**config.mk**
```make
export PLATFORM = sky130hd
export DESIGN_NAME = match_report_sequencer
export DESIGN_NICKNAME = d
export VERILOG_FILES = /design/src/rtl/match_report_sequencer.sv
export SDC_FILE = /design/constraint.sdc
export NUM_CORES = 1
export LEC_CHECK = 0
export ABC_AREA = 1
export CAP_MARGIN = 20
export CORE_ASPECT_RATIO = 1.1
export CORE_UTILIZATION = 53
export CTS_CLUSTER_SIZE = 30
export DETAILED_ROUTE_END_ITERATION = 10
export MAX_ROUTING_LAYER = met4
export PLACE_DENSITY = 0.75
export SYNTH_ARGS = -nofsm -noshare
export SYNTH_HDL_FRONTEND = slang
export SYNTH_SLANG_ARGS = --single-unit
```
**constraint.sdc**
```tcl
create_clock -name clock_i -period 3.7 [get_ports clock_i]
set_input_delay 0.74 -clock clock_i [delete_from_list [all_inputs] [get_ports clock_i]]
set_output_delay 0.74 -clock clock_i [all_outputs]
set_load 0.02 [all_outputs]
```
**src/rtl/match_report_sequencer.sv**
```systemverilog
// Queues SAD match coordinates and serializes each one as a 5-byte packet to a UART TX byte port.
// A frame that ends with no match produces a sentinel packet (x=0x3FF, y=0x1FF).
module match_report_sequencer #(
  parameter int unsigned FifoDepth = 4,
  parameter logic [7:0]  Header    = 8'hA5
) (
  input  logic       clock_i,
  input  logic       reset_i,
  input  logic       match_valid_i,
  input  logic [9:0] match_x_i,
  input  logic [8:0] match_y_i,
  input  logic       frame_done_i,
  input  logic       tx_ready_i,
  output logic       tx_valid_o,
  output logic [7:0] tx_data_o,
  output logic       send_complete_o,
  output logic       fifo_full_o,
  output logic       overflow_o,
  output logic       busy_o
);

  localparam int unsigned PtrW = $clog2(FifoDepth);
  localparam int unsigned CntW = PtrW + 1;

  typedef enum logic [1:0] {StIdle, StLoad, StSend, StDone} state_e;

  state_e          state_q, state_d;
  logic [18:0]     mem_q [FifoDepth];
  logic [PtrW-1:0] wr_ptr_q, wr_ptr_d, rd_ptr_q, rd_ptr_d;
  logic [CntW-1:0] count_q, count_d;
  logic [9:0]      x_q, x_d;
  logic [8:0]      y_q, y_d;
  logic [2:0]      idx_q, idx_d;
  logic            pending_miss_q, pending_miss_d;
  logic            saw_match_q, saw_match_d;
  logic            tx_valid_q, tx_valid_d;
  logic [7:0]      tx_data_q, tx_data_d;
  logic            send_complete_q, send_complete_d;
  logic            fifo_full_q, fifo_full_d;
  logic            overflow_q, overflow_d;
  logic            busy_q, busy_d;

  logic full, push, pop, consume_miss;

  function automatic logic [7:0] pkt_byte(input logic [2:0] idx, input logic [9:0] x,
                                          input logic [8:0] y);
    logic [7:0] b;
    case (idx)
      3'd1:    b = {6'b0, x[9:8]};
      3'd2:    b = x[7:0];
      3'd3:    b = {7'b0, y[8]};
      3'd4:    b = y[7:0];
      default: b = Header;
    endcase
    return b;
  endfunction

  // A pop only happens from IDLE, so a full FIFO accepts a push only in that cycle.
  assign full = (count_q == CntW'(FifoDepth));
  assign pop  = (state_q == StIdle) && (count_q != '0);
  assign push = match_valid_i && (!full || pop);

  always_comb begin
    wr_ptr_d = wr_ptr_q;
    rd_ptr_d = rd_ptr_q;
    count_d  = count_q;
    if (push) wr_ptr_d = wr_ptr_q + PtrW'(1);
    if (pop)  rd_ptr_d = rd_ptr_q + PtrW'(1);
    case ({push, pop})
      2'b10:   count_d = count_q + CntW'(1);
      2'b01:   count_d = count_q - CntW'(1);
      default: count_d = count_q;
    endcase
  end

  always_comb begin
    state_d         = state_q;
    idx_d           = idx_q;
    x_d             = x_q;
    y_d             = y_q;
    tx_valid_d      = tx_valid_q;
    tx_data_d       = tx_data_q;
    send_complete_d = 1'b0;
    consume_miss    = 1'b0;
    unique case (state_q)
      StIdle: begin
        if (count_q != '0) begin
          {x_d, y_d} = mem_q[rd_ptr_q];
          state_d    = StLoad;
        end else if (pending_miss_q) begin
          x_d          = 10'h3FF;
          y_d          = 9'h1FF;
          consume_miss = 1'b1;
          state_d      = StLoad;
        end
      end
      StLoad: begin
        idx_d      = 3'd0;
        tx_data_d  = Header;
        tx_valid_d = 1'b1;
        state_d    = StSend;
      end
      StSend: begin
        if (tx_valid_q && tx_ready_i) begin
          if (idx_q < 3'd4) begin
            idx_d     = idx_q + 3'd1;
            tx_data_d = pkt_byte(idx_q + 3'd1, x_q, y_q);
          end else begin
            tx_valid_d      = 1'b0;
            send_complete_d = 1'b1;
            state_d         = StDone;
          end
        end
      end
      StDone:  state_d = StIdle;
      default: state_d = StIdle;
    endcase
  end

  // A coincident match suppresses the miss; a new miss may re-arm in the cycle one is consumed.
  always_comb begin
    pending_miss_d = pending_miss_q;
    if (consume_miss) pending_miss_d = 1'b0;
    if (frame_done_i && !saw_match_q && !match_valid_i) pending_miss_d = 1'b1;
    saw_match_d = saw_match_q;
    if (match_valid_i) saw_match_d = 1'b1;
    if (frame_done_i)  saw_match_d = 1'b0;
    fifo_full_d = (count_d == CntW'(FifoDepth));
    overflow_d  = overflow_q || (match_valid_i && full && !pop);
    busy_d      = (state_d != StIdle) || (count_d != '0) || pending_miss_d;
  end

  always_ff @(posedge clock_i or posedge reset_i) begin
    if (reset_i) begin
      state_q         <= StIdle;
      wr_ptr_q        <= '0;
      rd_ptr_q        <= '0;
      count_q         <= '0;
      x_q             <= '0;
      y_q             <= '0;
      idx_q           <= '0;
      pending_miss_q  <= 1'b0;
      saw_match_q     <= 1'b0;
      tx_valid_q      <= 1'b0;
      tx_data_q       <= '0;
      send_complete_q <= 1'b0;
      fifo_full_q     <= 1'b0;
      overflow_q      <= 1'b0;
      busy_q          <= 1'b0;
    end else begin
      state_q         <= state_d;
      wr_ptr_q        <= wr_ptr_d;
      rd_ptr_q        <= rd_ptr_d;
      count_q         <= count_d;
      x_q             <= x_d;
      y_q             <= y_d;
      idx_q           <= idx_d;
      pending_miss_q  <= pending_miss_d;
      saw_match_q     <= saw_match_d;
      tx_valid_q      <= tx_valid_d;
      tx_data_q       <= tx_data_d;
      send_complete_q <= send_complete_d;
      fifo_full_q     <= fifo_full_d;
      overflow_q      <= overflow_d;
      busy_q          <= busy_d;
    end
  end

  always_ff @(posedge clock_i or posedge reset_i) begin
    if (reset_i) begin
      for (int i = 0; i < FifoDepth; i++) mem_q[i] <= '0;
    end else if (push) begin
      mem_q[wr_ptr_q] <= {match_x_i, match_y_i};
    end
  end

  assign tx_valid_o      = tx_valid_q;
  assign tx_data_o       = tx_data_q;
  assign send_complete_o = send_complete_q;
  assign fifo_full_o     = fifo_full_q;
  assign overflow_o      = overflow_q;
  assign busy_o          = busy_q;

endmodule

```
; Word level (Yosys, flattened, before mapping)
; Index checks and enable logic that the tools add are counted.
[totals]
ff_bits = 122
inputBits = 24
output_inout_bits = 13
wordCells = 106
[classes]
add_sub_neg = 5
magnitude_cmp = 4
eq_ne = 14
n_mux = 36
n_bitwise = 2
n_reduce_logical = 26
[op_table]
columns = operator, count
row1 = 76-bit bitwise mux, 1
row2 = 19-bit 2-to-1 mux, 3
row3 = 19-bit binary-select mux with 2-bit select, 1
row4 = 19-bit demux with 2-bit select, 1
row5 = 8-bit one-hot mux with 4 select lines, 1
row6 = 10-bit 2-to-1 mux, 2
row7 = 9-bit 2-to-1 mux, 2
row8 = 8-bit 2-to-1 mux, 2
row9 = 8-bit one-hot mux with 2 select lines, 1
row10 = 1-bit 2-to-1 mux, 12
row11 = 3-bit one-hot mux with 2 select lines, 2
row12 = 3-bit equality test (second input constant), 3
row13 = 1-bit logical AND, 8
row14 = 2-bit 2-to-1 mux, 4
row15 = 2-bit one-hot mux with 4 select lines, 1
row16 = 2-bit nonzero test, 4
row17 = 3-bit by 1-bit adder with 3-bit output (second input constant), 2
row18 = 2-bit equality test (second input constant), 3
row19 = 3-bit by 2-bit equality test with 1-bit output (second input constant), 2
row20 = 3-bit >= comparator (second input constant), 2
row21 = 3-bit 2-to-1 mux, 2
row22 = 2-bit != test (second input constant), 3
row23 = 2-bit inverter with 3-bit output, 2
row24 = 3-bit AND reduction, 2
row25 = other kinds (12), 21

; Depth between registers and ports, before layout
; Gate-level depths: netlist of run 1.
[logic_depth]
depth_word = 9
mapped_depth = 17
mapped_depth_nobuf = 15

; Worst setup path before layout of run 1
; No wires, ideal clock.
[synth_timing]
path_type = reg2reg
startpoint = register state_q[0]
endpoint = register busy_q, in the netlist busy_o
setup_time_ns = 0.125
arrival_time_ns = 2.301
required_ns = 3.575
path_slack_ns = 1.274
stages_incl_launch_ff = 16
path_buffers = 2
period_less_slack_ns = 2.426
cell_sequence = dfrtp_1 inv_1 ha_1 inv_2 nand3_2 nand2_2 buf_6 buf_2 ha_1 inv_1 fa_1 nand2_1 o21ai_0 nand3_1 nor2_1 nand3_1
[synth_between]
elab_chain_len = 9
word_cells_on_any_way = 22
cone_classes = eq/ne (5) / mux (9) / reduce/logical (8)
[synth_lines]
columns = element, line_no
row1 = start: declaration, 27  ; state_e state_q, state_d;
row2 = start signal: assignment, 135  ; state_q <= StIdle;
row3 = start signal: assignment, 151  ; state_q <= state_d;
row4 = 2-bit logical NOT, "60, 85"
row5 = 1-bit logical AND, 60  ; assign pop = (state_q == StIdle) && (count_q != '0);
row6 = 1-bit logical OR, 61  ; assign push = match_valid_i && (!full || pop);
row7 = 1-bit logical AND, 61
row8 = 2-bit by 1-bit equality test with 1-bit output or 2-bit equality test (tied branches), 69  ; case ({push, pop})
row9 = 3-bit one-hot mux with 2 select lines, 69
row10 = 3-bit nonzero test, 130  ; busy_d = (state_d != StIdle) || (count_d != '0) || pending_miss_d;
row11 = 1-bit logical OR, 130
row12 = 1-bit logical OR *, 130
row13 = via busy_d, 41  ; logic busy_q, busy_d;
row14 = end signal: assignment, 165  ; busy_q <= busy_d;
row15 = end: declaration, 41
; The timed path passes the listed nets; every way through them passes the cells marked *.
; A chain may end at the register's enable or synchronous reset.

; Final worst setup path of run 1
; Same ends and word-level chain as after synthesis.

==> metrics.csv, run 1 <==
metric,value,unit
Combinational Power Share,0.374,
# nets final,744,
Initial Util,0.553,
CORE AREA,0.0105,mm^2
Synthesized Nets,713,
vias in the first global route,4391,
Fillers,881,
largest family of logic cells by synthesized area,simple AND/OR/NAND/NOR gates,
Synth Area in Simple Gates,0.172,
Area contributors post-synth,"dfrtp_1 52%, nand2_1 12%, o21ai_0 7.1%",
Worst Clk Skew,0.00678,ns
Skew-Pair Late Insertion Delay,0.42,ns
Num CTS Buffers,17,
largest net degree at the start of global routing,123,
worst hold slack,0.476,ns
ys flop type,dfrtp_1,
crit path DAT,3.01,ns
setup bufs post-CTS,0,
Final ANT Viol Nets,0,
most common cell in the netlist,nand2_1,
Netlist Area Pre-Place,0.00583,mm^2
post-synthesis compound-gate area fraction,0.168,
worst ir drop on vdd,337,uV
Synth Area in XOR/XNOR,0.00300,
Slew @ Worst Pin,0.877,ns
Vias/cell,5.35,
Power Dens Cells,922,mW/mm^2
Commonest cells post-synth,"179 x nand2_1, 122 x dfrtp_1, 109 x inv_1",
Sw Pwr,2.47,mW
H-Tree Depth,4,
fin. max-slew vios,0,
setup violators final,0,
CP endpoint kind,register,
"EDFF count, synth",0,
Setup TNS Final,0,ns
post-synthesis sequential area ratio,0.523,
Layout area overhead,17.5,%
status,finished clean,
Internal,3.85,mW
CP max FO,19,
Via Count,4613,
max_cap viols,0,
remaining global-route overflow,0,
Rows,39,
"Distinct cells, synth",31,
Post-Synth Adder-Cell Area,0.0292,
#FFs+latches synth,122,
first-pass GRT wire length,21.4,mm
DRT Pass-1 Iters,5,
Yosys top cell by area,dfrtp_1,
Residual DRC,0,
Post-Syn Instances,676,
sw frac,0.390,
CTS Hold Bufs,0,
die area,0.0114,mm^2
die width,102,um
mux cell area share after synthesis,0,
required time worst endpoint,4.00,ns
# IOs,37,
Worst slew margin,0.415,
post-CTS resize count,0,
warnings from Yosys,0,
Placer Congestion,0.788,
WL/cell,15.0,um
port buffer count,36,
minimum clock period,2.70,ns
GRT Util Overall,0.256,
routed wire length,12.9,mm
Synth async-reset ratio,1.00,
Antenna Cells,0,
clock transition at the registers of the reported paths,0.05,ns
CTS tree,done,
Worst Hold Class,register to register,
Mean Syn Cell Area,8.63,um^2
Design Power,6.32,mW
Clock Tree Buf Depth,2,
final worst-path cycle share,0.731,
Final Hold Fails,0,
post-DP HPWL,8.09,mm
top cell type's share of synthesized area,0.523,
Crit Path Category,register to register,
clock power share,0.259,
Lkg Pwr,3.26,nW
CTS sink cnt,122,
initial antenna violation count,0,
Reg power frac,0.367,
layout cells sized above 1,0.101,
Root Buffer,clkbuf_16,
DR iter-0 viols,300,
max frequency,370,MHz
Die Ht,112,um
RSZ-0062 raised after global routing,false,
startpoint types,register,
## metrics by stage
stage          instance area [um^2]  setup WS (ns)  cells  utilization
2_1_floorplan                  5840           1.27    676            -
3_3_place_gp                   6260          0.804    831        0.594
3_5_place_dp                   6260          0.712    831        0.594
4_1_cts                        6860           1.00    863        0.650
5_1_grt                        6860          0.812    863        0.650
6_report                       6860          0.997    863        0.650
## placed cells by master, fill, tap and decap left out, types with 2 or more instances in the layout
master,synthesis,routed
a21oi_1,8,8
a22o_1,3,3
buf_4,1,8
bufinv_16,0,2
clkbuf_1,13,3
clkbuf_16,0,17
clkbuf_8,0,5
clkdlybuf4s50_1,0,36
clkinv_2,0,4
clkinvlp_4,0,2
dfrtp_1,122,121
ha_1,12,12
inv_1,109,108
nand2_1,179,179
nand3_1,30,30
nand4_1,5,5
nor2_1,13,13
nor2_4,3,3
o211ai_1,38,38
o21ai_0,83,83
o21ai_2,22,22
or2_2,3,3
xor2_1,2,2
## final timing paths
path | start | to | slack [ns] | cells after the start
hold / removal | tx_data_o[3] | tx_data_o[3] | 0.48 | 2
setup / recovery | state_q[0] | busy_o | 1.0 | 13
max in group asynchronous | reset_i | mem_q[44] | 2.36 | 3
min in group asynchronous | reset_i | mem_q[13] | 0.84 | 3
setup reg to reg | state_q[0] | busy_o | 1.0 | 13
hold reg to reg | tx_data_o[3] | tx_data_o[3] | 0.48 | 2
## final cells by class
cell class | count | area [um^2] | area share
Clock buffer | 25 | 505 | 0.0737
Sequential cell | 122 | 3050 | 0.446
Inverter | 111 | 420 | 0.0613
Timing Repair Buffer | 45 | 440 | 0.0642
Clock inverter | 7 | 87.6 | 0.0128
Multi-Input combinational cell | 410 | 2170 | 0.316
Tap cell | 143 | 179 | 0.0261
## power by group through the flow
stage	Combinational, mW	Clock, mW	Sequential [mW]
6_report	2.36	1.64	2.32
5_1_grt	2.68	1.71	2.38
2_1_floorplan	1.83	0	2.19
3_3_place_gp	2.22	0	2.29
4_1_cts	2.37	1.65	2.31
3_5_place_dp	2.33	0	2.32
## flip-flops by register name, indices dropped and copies added (netlist names), 2 cells and up
signal     cells
tx_data_o      8
wr_ptr_q       2
rd_ptr_q       2
idx_q          3
x_q           10
mem_q         76
state_q        2
y_q            9
count_q        3
## cell families (layout without fill, tap and decap cells)
| kind of cell | Yosys count | count (layout) |
|---|---|---|
| AO/OA/AOI/OAI | 157 | 157 |
| AND/OR/NAND/NOR | 238 | 238 |
| flip-flops | 122 | 122 |
| XOR/XNOR | 2 | 2 |
| adder cells (fa/ha/maj) | 13 | 13 |
| buffers and inverters | 144 | 188 |
## worst max-delay path, stage by stage, from the launching register on
cell and delay, ns:
dfrtp_1 0.32, inv_1 0.07, ha_1 0.29, inv_2 0.09, nand3_2 0.10, nand2_2 0.40, ha_1 0.25, inv_1 0.07
fa_1 0.47, nand2_1 0.05, o21ai_0 0.11, nand3_1 0.14, nor2_1 0.14, nand3_1 0.08
## metal layers
metal | vias up | routed length (um) | GRT usage | share of wire
met3 | 22 | 643 | 0.0685 | 0.050
li1 | 2224 | - | - | -
met5 | - | 0 | - | 0
met2 | 126 | 6460 | 0.408 | 0.50
met4 | 0 | 204 | 0.0800 | 0.016
met1 | 2241 | 5630 | 0.317 | 0.43
Power figures use the tool's default switching activity.
==> run 2, diff against run 1 <==
Settings changed: CORE_UTILIZATION 53 to 59, PLACE_DENSITY 0.75 to 0.79.
Clock period 3.7 ns to 2.74 ns, I/O delays scaled along.
==> metrics.csv, run 2 (synthesis gave the netlist of run 1 again) <==
metric,value,unit,change
status,finished clean,,
final worst slack,0.381,ns,-0.616 ns
max frequency,424,MHz,+15%
final worst-path cycle share,0.861,,+0.131
Lkg Pwr,3.30,nW,+1.1%
Design Power,8.68,mW,+37%
max FFs per register,76,,unchanged
Worst slew margin,0.477,,+0.0611
CTS tree,done,,
vias in the first global route,4590,,+4.5%
Worst Clk Skew,0.00582,ns,-0.000965 ns
CTS Hold Bufs,0,,unchanged
H-Tree Depth,4,,unchanged
Initial Util,0.615,,+0.0612
Placer Congestion,0.864,,+9.6%
clock transition at the registers of the reported paths,0.06,ns,about the same
CP cell instances,inv_1 > ha_1 > nand2_1 > inv_1 > ha_1 > inv_1 > fa_1 > nand2_1 > o21ai_0 > nand3_1 > nor2_1 > nand3_1,,
setup violators final,0,,unchanged
Skew-Pair Late Insertion Delay,0.53,ns,+0.11 ns
WL/cell,15.4,um,+2.7%
DP Worst Slack,0.268,ns,-0.444 ns
Root Buffer,clkbuf_8,,
Rows,37,,-5.1%
fin. max-slew vios,0,,unchanged
first-pass GRT wire length,22.0,mm,+2.6%
minimum clock period,2.36,ns,-0.344 ns
# placed instances,808,,-2.8%
Power Dens Cells,1260,mW/mm^2,+37%
"most common cell after layout, fill and taps aside",nand2_1,,
CORE AREA,0.00949,mm^2,-10%
DRT Pass-1 Iters,5,,unchanged
Num CTS Buffers,17,,unchanged
DR iter-0 viols,291,,-3.0%
CTS sink cnt,122,,unchanged
routed wire length,12.9,mm,unchanged
critical-path cell with the highest stage delay,fa_1,,
crit path DAT,2.77,ns,-0.24 ns
Crit Path Category,register to register,,
Clock Tree Buf Depth,2,,unchanged
Die Ht,106,um,-5.1%
Slew @ Worst Pin,0.784,ns,-0.0925 ns
largest net degree at the start of global routing,123,,unchanged
Antenna Cells,0,,unchanged
max_cap viols,0,,unchanged
post-DP HPWL,7.82,mm,-3.4%
most flop-heavy register,mem_q,,
GRT Util Overall,0.282,,+0.0257
Fillers,682,,-23%
final non-filler cell total,840,,-2.7%
worst ir drop on vdd,714,uV,+110%
setup bufs post-CTS,0,,unchanged
layout cells sized above 1,0.107,,+0.00511
register area,0.00305,mm^2,unchanged
area of the multi-input gates,0.00217,mm^2,unchanged
Layout area overhead,18.1,%,
# nets final,747,,+0.40%
port buffer count,36,,unchanged
required time worst endpoint,3.15,ns,-0.85 ns
die width,96.8,um,-5.1%
Residual DRC,0,,unchanged
die area,0.0103,mm^2,-10%
post-CTS resize count,0,,unchanged
Via Count,4665,,+1.1%
Vias/cell,5.55,,+3.9%
Top Registers,"mem_q (76), x_q (10), y_q (9)",,
max incr delay on CP,0.49,ns,+0.02 ns
"commonest non-fill, non-tap cells in the layout","179 x nand2_1, 121 x dfrtp_1, 108 x inv_1",,
Worst Hold Class,register to register,,
Final Cell Area,0.00689,mm^2,+0.53%
RSZ-0062 raised after global routing,false,,
CP endpoint kind,register,,
# IOs,37,,unchanged
startpoint types,register,,
placed inst area,0.00628,mm^2,+0.24%
Final ANT Viol Nets,0,,unchanged
initial antenna violation count,0,,unchanged
Final Hold Fails,0,,unchanged
remaining global-route overflow,0,,unchanged
Setup TNS Final,0,ns,unchanged
CP max FO,7,,-12
"most used cell, CP",inv_1,,
-- run 2: changes by cell type in the layout (fill, tap and decap cells not counted) --
| cell | delta |
|---|---|
| clkbuf_16 | -1 |
| clkbuf_8 | +2 |
| clkinvlp_4 | -1 |
| clkbuf_1 | -1 |
| bufinv_16 | +1 |
| buf_4 | +1 |
| buf_12 | +2 |
-- run 2: where the power goes --
part           switching (mW)  total [mW]  internal, mW
Sequential              0.463        3.09          2.63
Combinational            2.13        3.31          1.18
Clock                   0.758        2.28          1.52
-- run 2: final cells by class --
type,count,area share
tap,117,0.0212
multi-input combinational,410,0.315
inverter,111,0.0610
sequential,122,0.443
clock inverter,7,0.0160
timing repair buffer,48,0.0708
clock buffer,25,0.0732
-- run 2: worst max-delay path: cells and delay by family, from the launching register on --
kind,cells,cell delay (ns)
AOI/OAI and AO/OA,1,0.13
adders and majority gates,3,0.96
buffers and inverters,3,0.27
DFF,1,0.35
and+or+nand+nor,5,0.53
-- run 2: final timing paths --
check	from	to	slack (ns)	depth (start not counted)
min	tx_data_o[3]	tx_data_o[3]	0.47	2
min in group asynchronous	reset_i	count_q[2]	0.55	3
min reg2reg	tx_data_o[3]	tx_data_o[3]	0.47	2
max in group asynchronous	reset_i	rd_ptr_q[0]	1.71	3
max	state_q[0]	busy_o	0.38	12
max reg2reg	state_q[0]	busy_o	0.38	12
-- run 2: routing by layer --
metal  part of all wire  wire length, um  track usage
met1               0.43             5580        0.351
met2               0.49             6380        0.439
met3              0.049              640       0.0717
met4              0.026              331        0.123
met5                  0                0            -
-- run 2: per-stage QoR --
stage | hold slack, ns | utilization
CTS | 0.481 | 0.726
detailed placement | 0.465 | 0.661
floorplan | 0.466 | -
global route | 0.501 | 0.726
finish | 0.474 | 0.726
global placement | 0.463 | 0.661
==> run 3, diff against run 2 <==
Settings changed: SETUP_SLACK_MARGIN from default to 0.2.
==> metrics.csv, run 3 (synthesis gave the netlist of run 1 again) <==
metric,value,unit,change
status,finished clean,,
sw frac,0.387,,about the same
CP Capture Point,busy_o,,
die area,0.0103,mm^2,unchanged
CTS Hold Bufs,0,,unchanged
CTS sink cnt,122,,unchanged
Worst Hold Class,register to register,,
H-Tree Depth,4,,unchanged
DRT Pass-1 Iters,5,,unchanged
Top Registers,"mem_q (76), x_q (10), y_q (9)",,
crit path DAT,2.70,ns,-0.07 ns
Lkg Pwr,3.30,nW,about the same
Reg power frac,0.355,,about the same
Internal,5.33,mW,+0.11%
# placed instances,808,,unchanged
Worst Setup SP,state_q[0],,
# IOs,37,,unchanged
clock transition at the registers of the reported paths,0.06,ns,about the same
final worst-path cycle share,0.835,,-0.0258
RR Endpoint,busy_o,,
Setup TNS Final,0,ns,unchanged
Slew @ Worst Pin,0.809,ns,+0.0246 ns
fin. max-slew vios,0,,unchanged
max FFs per register,76,,unchanged
max_cap viols,0,,unchanged
Initial Util,0.615,,unchanged
r2r worst-path depth,12,,unchanged
startpoint types,register,,
CP endpoint kind,register,,
Die Ht,106,um,unchanged
Skew-Pair Late Insertion Delay,0.53,ns,about the same
Layout area overhead,18.2,%,about the same
layout cells sized above 1,0.108,,+0.00138
Design Power,8.70,mW,+0.15%
placed inst area,0.00628,mm^2,unchanged
Final Cell Area,0.00689,mm^2,about the same
setup violators final,0,,unchanged
Final Hold Fails,0,,unchanged
"commonest non-fill, non-tap cells in the layout","179 x nand2_1, 121 x dfrtp_1, 108 x inv_1",,
Power Dens Cells,1260,mW/mm^2,+0.11%
Util after Layout,0.726,,about the same
Worst slew margin,0.460,,-0.0164
Sw Pwr,3.36,mW,+0.21%
Reg-to-Reg Start,state_q[0],,
largest net degree at the start of global routing,123,,unchanged
CP max FO,7,,unchanged
WL/cell,15.5,um,+0.48%
RSZ-0062 raised after global routing,false,,
routed wire length,13.0,mm,+0.48%
Antenna Cells,0,,unchanged
DP Worst Slack,0.268,ns,unchanged
"most common cell after layout, fill and taps aside",nand2_1,,
Final ANT Viol Nets,0,,unchanged
Vias/cell,5.55,,-0.13%
final worst slack,0.451,ns,+0.0708 ns
R2R Setup Slk,0.45,ns,+0.07 ns
worst hold slack,0.474,ns,+0.000129 ns
most flop-heavy register,mem_q,,
Rows,37,,unchanged
final non-filler cell total,840,,unchanged
port buffer count,36,,unchanged
CORE AREA,0.00949,mm^2,unchanged
Clock Tree Buf Depth,2,,unchanged
remaining global-route overflow,0,,unchanged
GRT Util Overall,0.282,,unchanged
max frequency,437,MHz,+3.1%
Worst Clk Skew,0.00607,ns,+0.000253 ns
clock power share,0.263,,about the same
minimum clock period,2.29,ns,-0.0708 ns
die width,96.8,um,unchanged
vias in the first global route,4590,,unchanged
Crit Path Category,register to register,,
required time worst endpoint,3.15,ns,about the same
Via Count,4659,,-0.13%
Combinational Power Share,0.382,,about the same
Residual DRC,0,,unchanged
# nets final,747,,unchanged
post-DP HPWL,7.82,mm,unchanged
DR iter-0 viols,299,,+2.7%
worst ir drop on vdd,714,uV,-0.11%
Placer Congestion,0.864,,unchanged
CTS tree,done,,
Root Buffer,clkbuf_8,,
first-pass GRT wire length,22.0,mm,unchanged
Num CTS Buffers,17,,unchanged
Fillers,682,,unchanged
initial antenna violation count,0,,unchanged
==> run 3: cell counts in the layout (fill, tap and decap cells not counted) <==
No cell type changed its count.
==> run 3: layout make-up <==
type,count,area (um^2),area share
Clock inverter,7,110,0.0160
Inverter,111,420,0.0610
Multi-Input combinational cell,410,2170,0.315
Tap cell,117,146,0.0212
Clock buffer,25,504,0.0731
Timing Repair Buffer,48,488,0.0708
Sequential cell,122,3050,0.443
==> run 3: power groups by stage <==
stage	Clock (mW)	Sequential (mW)	Combinational [mW]
finish	2.29	3.09	3.32
global route	2.39	3.16	3.76
CTS	2.31	3.07	3.31
detailed placement	0	3.09	3.22
global placement	0	3.05	3.08
floorplan	0	2.96	2.48
==> run 3: repair_timing <==
item / CTS / global route
setup buffers: 0 / 0
hold endpoints to repair: 0 / 0
endpoints found under the setup margin: 0 / 1
resized for setup: 0 / 1
==> run 3: worst min-delay path by stage <==
stage,startpoint,endpoint,cells after the start
final,tx_data_o[3],tx_data_o[3],2
after global routing,overflow_o,overflow_o,1
after CTS,tx_data_o[3],tx_data_o[3],2
after detailed placement,tx_data_o[3],tx_data_o[3],2
after global placement,overflow_o,overflow_o,1
after floorplan,mem_q[34],mem_q[34],2
==> run 3: critical path, stage by stage, from the launching register on <==
cell and delay (ns):
dfrtp_1 0.35, inv_1 0.11, ha_2 0.26, nand2_1 0.09, inv_1 0.08, ha_1 0.17, inv_1 0.07, fa_1 0.49
nand2_1 0.05, o21ai_0 0.13, nand3_1 0.16, nor2_1 0.13, nand3_1 0.08
==> run 3: metal layers <==
layer  up-vias  part of all wire  track usage
met5         -                 0            -
met4         0             0.024        0.123
met3        30             0.053       0.0717
met2       153              0.50        0.439
met1      2240              0.43        0.351
li1       2236                 -            -
